`src/rtl/vlsu_ar_arbiter.sv`:
```
// vlsu_ar_arbiter
// ---------------
// Shares the single AXI AR channel of the vector load/store unit between
// NrReq address-generating requesters. It grants round-robin and holds the
// granted AR stable until its handshake completes. Every request uses the
// same AXI ID, so the R bursts come back in AR order. A tag FIFO records the
// grant order, and each R burst is steered to the requester that issued it.
//
// Ports:
//   clk_i, rst_ni      clock, asynchronous active-low reset
//   req_ar_i           per-requester AR payload
//   req_ar_valid_i     per-requester AR valid
//   req_ar_ready_o     per-requester AR ready (only the winner sees ready)
//   axi_ar_o           arbitrated AR payload towards memory
//   axi_ar_valid_o     arbitrated AR valid
//   axi_ar_ready_i     AR ready from memory
//   axi_r_data_i       R data from memory
//   axi_r_last_i       R last beat from memory
//   axi_r_valid_i      R valid from memory
//   axi_r_ready_o      R ready to memory (ready of the burst owner)
//   req_r_data_o       R data, broadcast to all requesters
//   req_r_last_o       R last, broadcast to all requesters
//   req_r_valid_o      R valid, one-hot to the burst owner
//   req_r_ready_i      per-requester R ready
//   busy_o             a burst is outstanding, an AR is locked or requested

module vlsu_ar_arbiter #(
    parameter int unsigned NrReq          = 2,
    parameter int unsigned MaxOutstanding = 4,
    parameter int unsigned AxiDataWidth   = 64,
    parameter type         axi_ar_t       = logic
) (
    input  logic                    clk_i,
    input  logic                    rst_ni,
    input  axi_ar_t                 req_ar_i       [NrReq],
    input  logic [NrReq-1:0]        req_ar_valid_i,
    output logic [NrReq-1:0]        req_ar_ready_o,
    output axi_ar_t                 axi_ar_o,
    output logic                    axi_ar_valid_o,
    input  logic                    axi_ar_ready_i,
    input  logic [AxiDataWidth-1:0] axi_r_data_i,
    input  logic                    axi_r_last_i,
    input  logic                    axi_r_valid_i,
    output logic                    axi_r_ready_o,
    output logic [AxiDataWidth-1:0] req_r_data_o,
    output logic                    req_r_last_o,
    output logic [NrReq-1:0]        req_r_valid_o,
    input  logic [NrReq-1:0]        req_r_ready_i,
    output logic                    busy_o
);

    localparam int unsigned IdxWidth = $clog2(NrReq);
    localparam int unsigned CntWidth = $clog2(MaxOutstanding + 1);
    localparam int unsigned PtrWidth = (MaxOutstanding > 1) ? $clog2(MaxOutstanding) : 1;

    logic [IdxWidth-1:0] rr_q;
    logic                lock_q;
    logic [IdxWidth-1:0] lock_idx_q;
    logic [CntWidth-1:0] cnt_q;
    logic [IdxWidth-1:0] tag_q [MaxOutstanding];
    logic [PtrWidth-1:0] wr_ptr_q;
    logic [PtrWidth-1:0] rd_ptr_q;

    logic [IdxWidth-1:0] sel;
    logic [IdxWidth-1:0] cand;
    logic [IdxWidth-1:0] head;
    logic                found;
    logic                full;
    logic                empty;
    logic                ar_valid;
    logic                push;
    logic                pop;

    // The FIFO depth need not be a power of two, so the pointers wrap explicitly.
    function automatic logic [PtrWidth-1:0] ptr_inc(input logic [PtrWidth-1:0] p);
        if (32'(p) == MaxOutstanding - 1) begin
            return '0;
        end
        return p + 1'b1;
    endfunction

    assign full  = (cnt_q == CntWidth'(MaxOutstanding));
    assign empty = (cnt_q == '0);
    assign head  = tag_q[rd_ptr_q];

    // ---- AR arbitration: round-robin scan, or the locked requester ----
    always_comb begin
        found = 1'b0;
        sel   = rr_q;
        cand  = '0;
        if (lock_q) begin
            // A stalled AR stays with its owner even if a higher-priority
            // requester turns up, so the AR payload cannot change mid-handshake.
            found = req_ar_valid_i[lock_idx_q];
            sel   = lock_idx_q;
        end else begin
            for (int unsigned off = 1; off <= NrReq; off++) begin
                cand = IdxWidth'((32'(rr_q) + off) % NrReq);
                if (!found && req_ar_valid_i[cand]) begin
                    found = 1'b1;
                    sel   = cand;
                end
            end
        end
    end

    // A full tag FIFO blocks new ARs. A pop in this cycle frees a slot only
    // in the next cycle, which keeps the push/pop path free of a bypass.
    assign ar_valid = found & ~full;
    assign push     = ar_valid & axi_ar_ready_i;

    always_comb begin
        axi_ar_valid_o = ar_valid;
        axi_ar_o       = '0;
        req_ar_ready_o = '0;
        if (ar_valid) begin
            axi_ar_o            = req_ar_i[sel];
            req_ar_ready_o[sel] = axi_ar_ready_i;
        end
    end

    // ---- R routing: the FIFO head owns the current burst ----
    always_comb begin
        req_r_valid_o = '0;
        axi_r_ready_o = 1'b0;
        if (!empty) begin
            req_r_valid_o[head] = axi_r_valid_i;
            axi_r_ready_o       = req_r_ready_i[head];
        end
    end

    assign req_r_data_o = axi_r_data_i;
    assign req_r_last_o = axi_r_last_i;
    assign pop          = ~empty & axi_r_valid_i & axi_r_ready_o & axi_r_last_i;

    assign busy_o = (cnt_q != '0) | lock_q | (|req_ar_valid_i);

    // ---- Control state ----
    always_ff @(posedge clk_i or negedge rst_ni) begin
        if (!rst_ni) begin
            rr_q       <= IdxWidth'(NrReq - 1);
            lock_q     <= 1'b0;
            lock_idx_q <= '0;
            cnt_q      <= '0;
            wr_ptr_q   <= '0;
            rd_ptr_q   <= '0;
        end else begin
            if (push) begin
                rr_q     <= sel;
                lock_q   <= 1'b0;
                wr_ptr_q <= ptr_inc(wr_ptr_q);
            end else if (ar_valid) begin
                lock_q     <= 1'b1;
                lock_idx_q <= sel;
            end
            if (pop) begin
                rd_ptr_q <= ptr_inc(rd_ptr_q);
            end
            case ({push, pop})
                2'b10:   cnt_q <= cnt_q + 1'b1;
                2'b01:   cnt_q <= cnt_q - 1'b1;
                default: cnt_q <= cnt_q;
            endcase
        end
    end

    // ---- Tag storage (data only, no reset needed) ----
    always_ff @(posedge clk_i) begin
        if (push) begin
            tag_q[wr_ptr_q] <= sel;
        end
    end

    // Requesters must keep a stalled AR valid and unchanged.
    ar_hold_a: assert property (@(posedge clk_i) disable iff (!rst_ni)
        (axi_ar_valid_o && !axi_ar_ready_i) |=> (axi_ar_valid_o && $stable(axi_ar_o)));

    // An R beat with no outstanding burst has no owner.
    r_owner_a: assert property (@(posedge clk_i) disable iff (!rst_ni)
        axi_r_valid_i |-> !empty);

    cnt_max_a: assert property (@(posedge clk_i) disable iff (!rst_ni)
        cnt_q <= CntWidth'(MaxOutstanding));

    cnt_ovf_a: assert property (@(posedge clk_i) disable iff (!rst_ni)
        !(push && !pop && full));

    cnt_unf_a: assert property (@(posedge clk_i) disable iff (!rst_ni)
        !(pop && !push && empty));

endmodule

```
`config.mk`:
```
export PLATFORM = sky130hd
export DESIGN_NAME = vlsu_ar_arbiter
export DESIGN_NICKNAME = d
export VERILOG_FILES = /design/src/rtl/vlsu_ar_arbiter.sv
export SDC_FILE = /design/constraint.sdc
export NUM_CORES = 1
export LEC_CHECK = 0
export ABC_AREA = 1
export ABC_CLOCK_PERIOD_IN_PS = 2550
export BUFFER_PORTS_ARGS = -buffer_cell sky130_fd_sc_hd__buf_2
export CAP_MARGIN = 0
export CORE_UTILIZATION = 35
export DETAILED_ROUTE_END_ITERATION = 8
export PLACE_DENSITY = 0.81
export SYNTH_ARGS = -nofsm -noshare
export SYNTH_HDL_FRONTEND = slang
export SYNTH_SLANG_ARGS = --single-unit
```
`constraint.sdc`:
```
create_clock -name clk_i -period 2.55 [get_ports clk_i]
set_input_delay 0.255 -clock clk_i [delete_from_list [all_inputs] [get_ports clk_i]]
set_output_delay 0.255 -clock clk_i [all_outputs]
set_load 0.05 [all_outputs]
```
# Word level (Yosys, flattened, before mapping)
# Memories as Yosys holds them, arrays and structs flattened.
# Index checks and enable logic that the tools add are counted.
[word_totals]
register_bits = 10
out_inout_bits = 73
wordCells = 88
n_memories = 1
ramBits = 4
[memory_table]
columns = ["name", "depth", "word_bits", "read_ports", "rd_ports_with_merged_regs", "write_ports", "line_no", "rtl"]
rows = [
  ["tag_q", 4, 1, 1, 0, 1, "60", "logic [IdxWidth-1:0] tag_q [MaxOutstanding];"],
]
[classes]
muxes = 39
reduce_logical = 10
add_sub_neg = 6
n_bitwise = 13
order_cmp = 8
eq_ne = 5
[ops]
columns = ["cell", "count"]
rows = [
  ["$mux 1", 30],
  ["$mux 2", 6],
  ["$lt 1x2->1 const B", 5],
  ["$eq 2x2->1 const B", 3],
  ["$pmux 3 s2", 1],
  ["$and 1x1->1", 5],
  ["$add 2x1->2 const B", 2],
  ["$and 2x2->2", 2],
  ["$reduce_bool 2->1", 2],
  ["$add 3x1->3 const B", 1],
  ["$eq 3x3->1 const B", 1],
  ["$logic_and 1x1->1", 3],
  ["$logic_not 3->1", 1],
  ["$not 1->1", 3],
  ["$reduce_bool 3->1", 1],
  ["$sub 3x1->3 const B", 1],
  ["$add 1x1->1 const B", 2],
  ["$demux 1 s1", 2],
  ["$eq 2x1->1 const B", 1],
  ["$ge 1x1->1 const B", 2],
  ["$ge 2x2->1 const B", 1],
  ["$not 1->2", 1],
  ["$or 1x1->1", 2],
  ["$reduce_and 2->1", 1],
  ["other kinds (2)", 2],
]

# Logic depth before layout (Yosys ltp)
[depth]
depth_word = 15
ltp_mapped = 13
mapped_depth_nobuf = 13

# Least setup slack after synthesis
# No wires, ideal clock.
[synth_path]
kind = "register -> output"
start = "reg lock_q"
end = "out axi_ar_o"
t_required_ns = 2.295
n_path_buf = 0
stages_incl_launch_ff = 6
arrival_ns = 1.920
path_slack_ns = 0.375
cell_sequence = "dfrtp_1 inv_2 o21ai_2 a21boi_2 o21ai_0 nor2_1"
[synth_via]
word_cells_on_any_way = 8
classes_between = "mux (6); bitwise (2)"
[synth_rtl]
columns = ["item", "line_no", "rtl"]
rows = [
  ["start, declared", "57", "logic lock_q;"],
  ["start signal, assigned", "142", "lock_q <= 1'b0;"],
  ["start signal, assigned", "150", "lock_q <= 1'b0;"],
  ["start signal, assigned", "153", "lock_q <= 1'b1;"],
  ["$mux 1", "91", "if (lock_q) begin"],
  ["$and 1x1->1", "109", "assign ar_valid = found & ~full;"],
  ["net axi_ar_valid_o", "39", "output logic axi_ar_valid_o,"],
  ["$mux 1", "116", "if (ar_valid) begin"],
  ["end, declared", "38", "output axi_ar_t axi_ar_o,"],
]
# The timed path passes the listed nets, and every way through them passes these cells. The select of a mux whose other input is x is not followed.

# Final worst setup path
[layout_path]
start = "reg cnt_q[0]"
end = "reg cnt_q[2]"
[layout_via]
elab_chain_cells = 7
word_cells_on_any_way = 16
classes_between = "add/sub (2); eq/ne (3); mux (2); bitwise (7); reduce/logical (2)"
[layout_lines]
columns = ["item", "line_no", "rtl"]
rows = [
  ["start, declared", "59", "logic [CntWidth-1:0] cnt_q;"],
  ["start signal, assigned", "160", "2'b10: cnt_q <= cnt_q + 1'b1;"],
  ["start signal, assigned", "161", "2'b01: cnt_q <= cnt_q - 1'b1;"],
  ["start signal, assigned", "162", "default: cnt_q <= cnt_q;"],
  ["$logic_not 3->1 *", "83", "assign empty = (cnt_q == '0);"],
  ["$not 1->1", "134", "assign pop = ~empty & axi_r_valid_i & axi_r_ready_o & axi_r_last_i;"],
  ["$and 1x1->1", "134", ""],
  ["$and 1x1->1 * (2 in a row)", "134", ""],
  ["net pop", "72", "logic pop;"],
  ["$eq 2x1->1 / $eq 2x2->1 (equally long branches)", "159", "case ({push, pop})"],
  ["$pmux 3 s2 / $reduce_bool 2->1 (equally long branches)", "--", ""],
]
# Mark *: on every way through the listed nets, which the timed path passes. The rest lies on a longest branch.
# A chain may end at the register's enable or synchronous reset.

==> flow_metrics.py <==
metrics = {
    "outcome": {
        "outcome": "completed",
    },
    "timing": {
        "timing.max_slew.rel_slack_pct": 82.1,
        "min_period_ns": 2.05,
        "holdWs_ns": 0.340,
        "clock.fmax_mhz": 487,
        "report.final.setup_viol": 0,
        "timing.final.hold_violations": 0,
        "final_max_slew_viol_count": 0,
        "timing.setup.tns_ns": 0,
        "rsz0062_at_grt": "no",
        "min_period_over_period_pct": 80.6,
        "timing_worst_slew_pin_value_ns": 0.269,
        "fin_skew_ns": 0.00392,
        "final_critical_path_setup_slack_ns": 0.495,
    },
    "worst_hold_path": {
        "worstHoldEndpoint": "lock_idx_q$_DFFE_PN0P_",
        "class_of_the_tightest_hold_or_removal_check": "in2reg",
        "whs_path_depth": 4,
        "min-delay-start": "axi_ar_ready_i",
    },
    "die": {
        "fp.dieW_um": 65.0,
        "initial_core_util_pct": 37.1,
        "floorplan.io_pins": 148,
        "floorplan.die_area_um2": 4220,
        "design.core.area_um2": 3740,
        "fp-row-count": 22,
        "floorplan.die.height_um": 65.0,
    },
    "placement": {
        "dpl-instance-area_um2": 1050,
        "numPortBuffers": 19,
        "place_hpwl_mm": 1.43,
        "dp.cells": 178,
        "preCtsSetupSlack_ns": 0.501,
        "place.gp.congestion": 0.790,
    },
    "worst_setup_path": {
        "regToRegEndpoint": "cnt_q[2]$_DFFE_PN0P_",
        "endpoint_kind": "register",
        "worstReg2RegStart": "cnt_q[0]$_DFFE_PN0P_",
        "crit_start": "cnt_q[0]$_DFFE_PN0P_",
        "setup.reg_to_reg.worst_slack_ns": 0.50,
        "criticalPathCategory": "reg2reg",
        "crit_required_ns": 2.67,
        "worstRegToRegCells": 12,
        "cp_data_arrival_time_ns": 2.18,
        "critPathMaxFanout": 3,
        "timing.critical_path.from_type": "register",
    },
    "cts": {
        "clock_latency_on_the_worst_skew_pair_ns": 0.25,
        "clock_path_buffers": 2,
        "postCtsResizedCells": 0,
        "cts_post_setup_buffers_inserted": 0,
        "tritoncts_clock_tree": "built",
        "clk_pin_slew_worst_paths_ns": 0.06,
        "ctsRootBufferMaster": "sky130_fd_sc_hd__clkbuf_8",
        "holdBufCountCts": 1,
        "htree_levels": 1,
        "cts_sinks": 14,
        "cts_inserted_buffers": 3,
    },
    "global_routing": {
        "grt_util_all_layers_pct": 9.45,
        "first_global_vias": 672,
        "antenna_found_initial": 0,
        "grt.overflow.total": 0,
        "maximum_number_of_pins_on_one_net_before_global_route_repair": 11,
        "global_route_wire_length_before_repair_mm": 2.93,
    },
    "finish": {
        "finish.net_count": 218,
        "layout.cells.most_common": "sky130_fd_sc_hd__nand2_1",
        "finish.instance_area_um2": 1110,
        "commonest_cells_after_routing_fill_and_taps_aside": "25 x sky130_fd_sc_hd__nand2_1, 21 x sky130_fd_sc_hd__inv_1, 19 x sky130_fd_sc_hd__buf_2",
        "utilization_pct": 29.6,
        "finish.cell_count_without_fillers": 183,
        "area_growth_syn_to_layout_pct": -20.0,
        "drive_gt1_share_pct": 27.4,
        "antenna-diode-count": 0,
    },
    "synth": {
        "synth.yosys.seq_area_share_pct": 26.8,
        "netlist_instances": 176,
        "postSynthNetCount": 258,
        "synth.lib_cells_used.distinct": 23,
        "synth_seq_cells": 14,
        "synthesis.area_um2": 1390,
        "yosys_warnings": 0,
        "synth_area_per_cell_um2": 7.88,
    },
    "power": {
        "seq_power_share_pct": 29.7,
        "vdd.ir_drop.worst_v": 0.000583,
        "clock_power_share_pct": 13.3,
        "powerDensity_nw_per_um2": 1270,
        "cell_internal_pwr_mw": 0.687,
        "power.share.switching_pct": 51.2,
        "pwr-share-comb_pct": 57.0,
        "power.net_switching_mw": 0.722,
        "finalPower_mw": 1.41,
        "p_leak_nw": 0.578,
    },
    "routing": {
        "post-route-drc-count": 0,
        "vias": 778,
        "dr.first_iter.drc_count": 27,
        "route.final.wire_length_mm": 1.83,
        "detailedRoute.firstPassIterationCount": 4,
        "route.detailed.wl_per_inst_um": 10.0,
        "vias_per_cell": 4.25,
        "ant_nets": 0,
    },
    "run": {
        "drv_cap": 0,
    },
}
-- layout make-up --
type	count	area, µm²
Inverter	24	92.6
Sequential cell	14	372
Multi-Input combinational cell	73	435
Fill cell	417	2630
Timing Repair Buffer	20	105
Tap cell	48	60.1
Clock inverter	1	3.75
Clock buffer	3	41.3
-- kinds of logic (layout without fill, tap and decap cells) --
group / Yosys count / count (layout) / synth area share (%)
DFF: 14 / 14 / 26.8
buffers and inverters: 89 / 48 / 41.8
adders and majority gates: 7 / 7 / 6.85
xor gates and xnor gates: 2 / 2 / 1.26
and+or+nand+nor: 52 / 52 / 18.2
AOI/OAI and AO/OA: 12 / 12 / 5.05
-- power groups by stage --
| stage | combinational [mW] | sequential (mW) | clock, mW |
|---|---|---|---|
| finish | 0.803 | 0.418 | 0.187 |
| global route | 0.900 | 0.431 | 0.204 |
| CTS | 0.812 | 0.420 | 0.195 |
| detailed placement | 0.806 | 0.424 | 0 |
| global placement | 0.797 | 0.417 | 0 |
| floorplan | 0.926 | 0.406 | 0 |
-- cell usage after synthesis --
master	count	area, µm²
sky130_fd_sc_hd__nor2_4	2	22.5
sky130_fd_sc_hd__dfrtp_1	9	225
sky130_fd_sc_hd__buf_4	65	488
sky130_fd_sc_hd__o21ai_1	4	20.0
sky130_fd_sc_hd__inv_4	1	6.26
sky130_fd_sc_hd__a21boi_2	1	11.3
sky130_fd_sc_hd__a21oi_1	2	10.0
sky130_fd_sc_hd__dfstp_2	1	26.3
sky130_fd_sc_hd__ha_1	6	75.1
sky130_fd_sc_hd__inv_1	21	78.8
sky130_fd_sc_hd__nand3_1	7	35.0
sky130_fd_sc_hd__fa_1	1	20.0
sky130_fd_sc_hd__edfxtp_1	4	120
sky130_fd_sc_hd__inv_2	2	7.51
sky130_fd_sc_hd__nor2_1	10	37.5
sky130_fd_sc_hd__nand2_1	25	93.8
sky130_fd_sc_hd__xor2_1	1	8.76
sky130_fd_sc_hd__nand3_2	4	40.0
sky130_fd_sc_hd__o21ai_2	1	8.76
sky130_fd_sc_hd__o21ai_0	4	20.0
sky130_fd_sc_hd__nand2_2	3	18.8
sky130_fd_sc_hd__nor3_1	1	5.00
sky130_fd_sc_hd__xnor2_1	1	8.76
-- worst max-delay path by stage --
stage	slack (ns)	end
6_report	0.50	cnt_q[2]$_DFFE_PN0P_
3_3_place_gp	0.52	cnt_q[2]$_DFFE_PN0P_
4_1_cts	0.49	cnt_q[2]$_DFFE_PN0P_
2_1_floorplan	0.38	axi_ar_o
3_5_place_dp	0.50	cnt_q[2]$_DFFE_PN0P_
5_1_grt	0.25	cnt_q[2]$_DFFE_PN0P_
-- per-layer routing --
layer | vias to the layer above | global-route usage (%) | routed length, µm
li1 | 393 | - | -
met2 | 40 | 12.6 | 703
met4 | 0 | 6.39 | 58
met1 | 335 | 11.2 | 888
met3 | 10 | 5.46 | 183
met5 | - | 0 | 0
-- state kept, by name (all words and copies together) (netlist names) --
signal      count
lock_q          1
cnt_q           3
lock_idx_q      1
tag_q           4
rd_ptr_q        2
rr_q            1
wr_ptr_q        2
-- critical path, cell delays in order, from the launching register on --
cell                      delay, ns
sky130_fd_sc_hd__dfrtp_1       0.36
sky130_fd_sc_hd__inv_1         0.09
sky130_fd_sc_hd__nand3_1       0.10
sky130_fd_sc_hd__nand2_1       0.12
sky130_fd_sc_hd__nor2_4        0.14
sky130_fd_sc_hd__nand3_2       0.10
sky130_fd_sc_hd__inv_1         0.06
sky130_fd_sc_hd__ha_1          0.12
sky130_fd_sc_hd__inv_1         0.06
sky130_fd_sc_hd__fa_1          0.37
sky130_fd_sc_hd__a21oi_1       0.15
sky130_fd_sc_hd__o21ai_0       0.11
sky130_fd_sc_hd__xor2_1        0.15
(Power assumes the default switching activity.)
